## src/rtl/phase_irq_ctrl.sv

```systemverilog
// Four-phase instruction sequencer with a prioritised, maskable, vectored interrupt controller.
// Interrupts are sampled once per instruction, on the fetch cycle that completes.
`timescale 1ns/1ps
module phase_irq_ctrl #(
  parameter int unsigned NIRQ       = 4,
  parameter logic [15:0] VEC_BASE   = 16'h0010,
  parameter int unsigned VEC_STRIDE = 4,
  localparam int unsigned VW        = (NIRQ > 1) ? $clog2(NIRQ) : 1
) (
  input  logic            clk,
  input  logic            rst,
  input  logic [NIRQ-1:0] irq,
  input  logic            mem_ready,
  input  logic            insn_rd,
  input  logic            set_ien,
  input  logic            clear_ien,
  input  logic            mask_we,
  input  logic [NIRQ-1:0] mask_wdata,
  output logic            phase_fetch,
  output logic            phase_decode,
  output logic            phase_exec,
  output logic            phase_rdmem,
  output logic            irq_pend,
  output logic [VW-1:0]   irq_vec,
  output logic [15:0]     isr_addr,
  output logic [NIRQ-1:0] irq_ack,
  output logic            ien,
  output logic [NIRQ-1:0] mask
);

  typedef enum logic [1:0] {StFetch, StDecode, StExec, StRdmem} state_e;

  state_e          state_q, state_d;
  logic            pend_q, pend_d;
  logic [VW-1:0]   vec_q, vec_d;
  logic            ien_q, ien_d;
  logic [NIRQ-1:0] mask_q, mask_d;

  logic            sample;
  logic [NIRQ-1:0] req;
  logic [VW-1:0]   req_vec;

  assign sample = (state_q == StFetch) && mem_ready;
  assign req    = irq & ~mask_q & {NIRQ{ien_q}};

  // Descending scan so the lowest set index wins.
  always_comb begin
    req_vec = vec_q;
    for (int i = NIRQ - 1; i >= 0; i--) begin
      if (req[i]) req_vec = VW'(i);
    end
  end

  always_comb begin
    state_d = state_q;
    pend_d  = pend_q;
    vec_d   = vec_q;
    ien_d   = ien_q;
    mask_d  = mask_we ? mask_wdata : mask_q;
    unique case (state_q)
      StFetch: begin
        if (mem_ready) begin
          state_d = StDecode;
          pend_d  = |req;
          vec_d   = req_vec;
        end
      end
      StDecode: state_d = StExec;
      StExec: begin
        state_d = (insn_rd && !pend_q) ? StRdmem : StFetch;
        if (pend_q)         ien_d = 1'b0;
        else if (clear_ien) ien_d = 1'b0;
        else if (set_ien)   ien_d = 1'b1;
      end
      StRdmem: begin
        if (mem_ready) state_d = StFetch;
      end
      default: state_d = StFetch;
    endcase
  end

  always_ff @(posedge clk) begin
    if (rst) begin
      state_q <= StFetch;
      pend_q  <= 1'b0;
      vec_q   <= '0;
      ien_q   <= 1'b0;
      mask_q  <= '1;
    end else begin
      state_q <= state_d;
      pend_q  <= pend_d;
      vec_q   <= vec_d;
      ien_q   <= ien_d;
      mask_q  <= mask_d;
    end
  end

  always_comb begin
    irq_ack = '0;
    for (int i = 0; i < NIRQ; i++) begin
      irq_ack[i] = (state_q == StExec) && pend_q && (vec_q == VW'(i));
    end
  end

  assign phase_fetch  = (state_q == StFetch);
  assign phase_decode = (state_q == StDecode);
  assign phase_exec   = (state_q == StExec);
  assign phase_rdmem  = (state_q == StRdmem);
  assign irq_pend     = pend_q;
  assign irq_vec      = vec_q;
  assign isr_addr     = VEC_BASE + 16'(vec_q) * 16'(VEC_STRIDE);
  assign ien          = ien_q;
  assign mask         = mask_q;

  // sample is only consumed implicitly through the FETCH branch; kept for readability of intent.
  logic unused_sample;
  assign unused_sample = sample;

endmodule
```

## config.mk

```make
export PLATFORM = sky130hd
export DESIGN_NAME = phase_irq_ctrl
export DESIGN_NICKNAME = d
export VERILOG_FILES = /design/src/rtl/phase_irq_ctrl.sv
export SDC_FILE = /design/constraint.sdc
export NUM_CORES = 1
export LEC_CHECK = 0
export CAP_MARGIN = 20
export CORE_MARGIN = 8
export CORE_UTILIZATION = 33
export DETAILED_ROUTE_END_ITERATION = 10
export MAX_ROUTING_LAYER = met4
export PLACE_DENSITY = 0.77
export REMOVE_ABC_BUFFERS = 1
export SYNTH_ARGS = -nofsm -noshare
export SYNTH_HDL_FRONTEND = slang
export SYNTH_SLANG_ARGS = --single-unit
export TNS_END_PERCENT = 1
```

## constraint.sdc

```tcl
create_clock -name clk -period 1.65 [get_ports clk]
set_clock_uncertainty 0.15 [all_clocks]
set_input_delay 0.2475 -clock clk [delete_from_list [all_inputs] [get_ports clk]]
set_output_delay 0.2475 -clock clk [all_outputs]
set_load 0.005 [all_outputs]
```

==> results <==
## metal layers
metal	vias up	track usage, %	part of all wire [%]
met1	287	9.51	39
met2	32	17.4	51
met3	0	2.97	9.9
met5	-	-	0
li1	311	-	-
met4	0	3.32	0
## timing repair
action | in CTS | in global routing
gates resized for setup | 13 | 5
gates cloned | 0 | 0
pin swaps | 0 | 0
endpoints found under the setup margin | 9 | 6
## through the flow
stage	instances	worst slack, ns	util [%]	TNS, ns	hold WS, ns
final	143	0.0669	52.7	0	0.333
after global routing	143	-0.00644	52.7	-0.00644	0.361
after CTS	143	0.0229	53.1	0	0.362
after detailed placement	139	-0.147	51.1	-0.261	0.359
after global placement	139	-0.0931	51.1	-0.129	0.344
after floorplan	72	0.237	-	0	0.162
## worst max path at each step
stage / startpoint / end / slack [ns] / cells after the start
3_5_place_dp: irq[0] / irq_vec[0] / -0.15 / 6
5_1_grt: state_q[1] / irq_ack[3] / -0.006 / 4
2_1_floorplan: state_q[1] / irq_ack[0] / 0.24 / 3
4_1_cts: irq_vec[1] / irq_vec[1] / 0.02 / 1
6_report: mask[2] / mask[2] / 0.07 / 1
3_3_place_gp: irq[0] / irq_vec[0] / -0.09 / 6
## flip-flops by register name, indices dropped and copies added, names as in the netlist
name,flops
ien,1
irq_pend,1
irq_vec,2
state_q,2
mask,4
## area by class of cell
type                       instances  area (um^2)
multi-input combinational         59          364
tap                               27         33.8
clock buffer                       4         36.3
inverter                           3         11.3
sequential                        10          205
timing repair buffer              40          363
fill                             198          908
## layout by cell type (no fill, tap or decap), types with 2 or more instances in the layout
cell,netlist,layout
clkdlybuf4s50_1,0,24
conb_1,2,14
nor2b_1,9,8
buf_4,16,8
a21oi_1,6,6
dfxtp_1,10,6
dlygate4sd2_1,0,6
nand2_1,5,5
nor2_1,4,4
a211o_1,4,4
dfxtp_2,0,4
nor3_1,3,3
inv_1,3,3
o21ai_0,3,3
clkbuf_4,0,3
nor2b_4,1,2
nand2b_1,2,2
clkbuf_2,0,2
## logic make-up after synthesis
kind of cell / Yosys count / synth area share [%]
AOI/OAI and AO/OA: 17 / 20.9
buffers and inverters: 21 / 21.5
DFF: 10 / 30.7
other: 2 / 1.15
and+or+nand+nor: 28 / 25.7
## power breakdown
group / total [uW] / internal (uW) / switching, uW / leakage, uW
combinational: 141 / 84.8 / 56.3 / 0.000334
clock: 222 / 134 / 88.3 / 0.0000210
sequential: 265 / 254 / 10.9 / 0.0000839
total: 629 / 473 / 155 / 0.000439
==> impl_metrics.ini <==
[outcome]
status = finished, final reports clean

[yosys]
synth-main-ff-cell = dfxtp_1
syn_area_per_cell_um2 = 8.36
synthCells = 78
ys_types = 23
synth_seq_area_share_pct = 30.7
syn_area_um2 = 652
synth.most_common_cell = buf_4
yosys_warnings = 0
synth_edf_count = 0
synth.area.top_cells = dfxtp_1, buf_4, nor2b_1
synthTopCellsByCount = buf_4, dfxtp_1, nor2b_1
async_flop_share_pct = 0
synth_top_area_share_pct = 30.7
synth-seq-cells = 10
synth_top_area_cell = dfxtp_1

[route]
drc_errors = 0
drtIter0Drc = 15
post_drt_wl_per_cell_um = 12.7
routed_wl_um = 1820
vias_per_cell = 4.41
drtPass1Iterations = 6
postRouteAntennaNets = 0
dr_total_vias = 630

[setup_path]
reg2reg_slack_ns = 0.13
critPathTopFamily = buffers and inverters
startpoint_type = register
r2r_end = irq_vec[0]
worstPathMaxFanout = 3
crit_path_max_incr_delay_ns = 0.53
critical_path_class = reg -> out
r2r-start = state_q[0]
cp.arrival_ns = 1.19
cpMaxStageDelayCell = clkdlybuf4s50_1
path_cells = clkdlybuf4s50_1
worstPathBufferInverterCount = 1
r2r_cells = 5
worst_ep_required_time_ns = 1.25
cp-end-kind = output port

[worst_hold_path]
min_path_type = reg -> reg
worstHoldEndpoint = irq_vec[1]
hold_start = irq_vec[1]
worst_hold_path.num_cells = 2

[finish]
fin_area_um2 = 1010
drive_gt1_share_pct = 20.7
layout.nets = 132
layout-area-overhead-vs-synth_pct = 55.5
n_antenna_cell = 0

[floorplan]
coreArea_um2 = 1920
row_count = 16
die-area_um2 = 3650
die_y_um = 60.4
io_pins = 47
dieWidth_um = 60.4
floorplan.initialDensity_pct = 33.9

[clocking]
cts_buffers = 3
worstSkewPairLatency_ns = 0.26
post_cts_buffers = 0
clockBufferDepth = 2
clkTransAtPathRegs_ns = 0.07
cts_tree = built
cts_root_buf = clkbuf_4
htree_num_levels = 1
hold_buffers = 0
cts.sinks = 10

[global_routing]
grt_first_pass_wirelength_um = 2620
grtUsageTotal_pct = 9.60
grt_start_max_net_pins = 11
grt_overflow_total = 0
grt_pass1_vias = 603
antenna_found_initial = 0

[timing]
drv_slew = 0
rsz0062_at_grt = yes
clock.fmax_mhz = 632
layout_min_cycle_time_ns = 1.58
period_share_pct = 95.9
final_hold_viol_count = 0
setup_viol = 0

[placement]
placed_area_um2 = 982
gp_congestion = 0.676
port_buffers = 32
hpwl_um = 1500

[power]
power.density_nw_per_um2 = 620
ir_drop_uv = 288
power_uw = 629
power_leakage_uw = 0.000439

[run]
maxCapViolCount = 0
No activity file was read; power rests on OpenSTA's default activity.
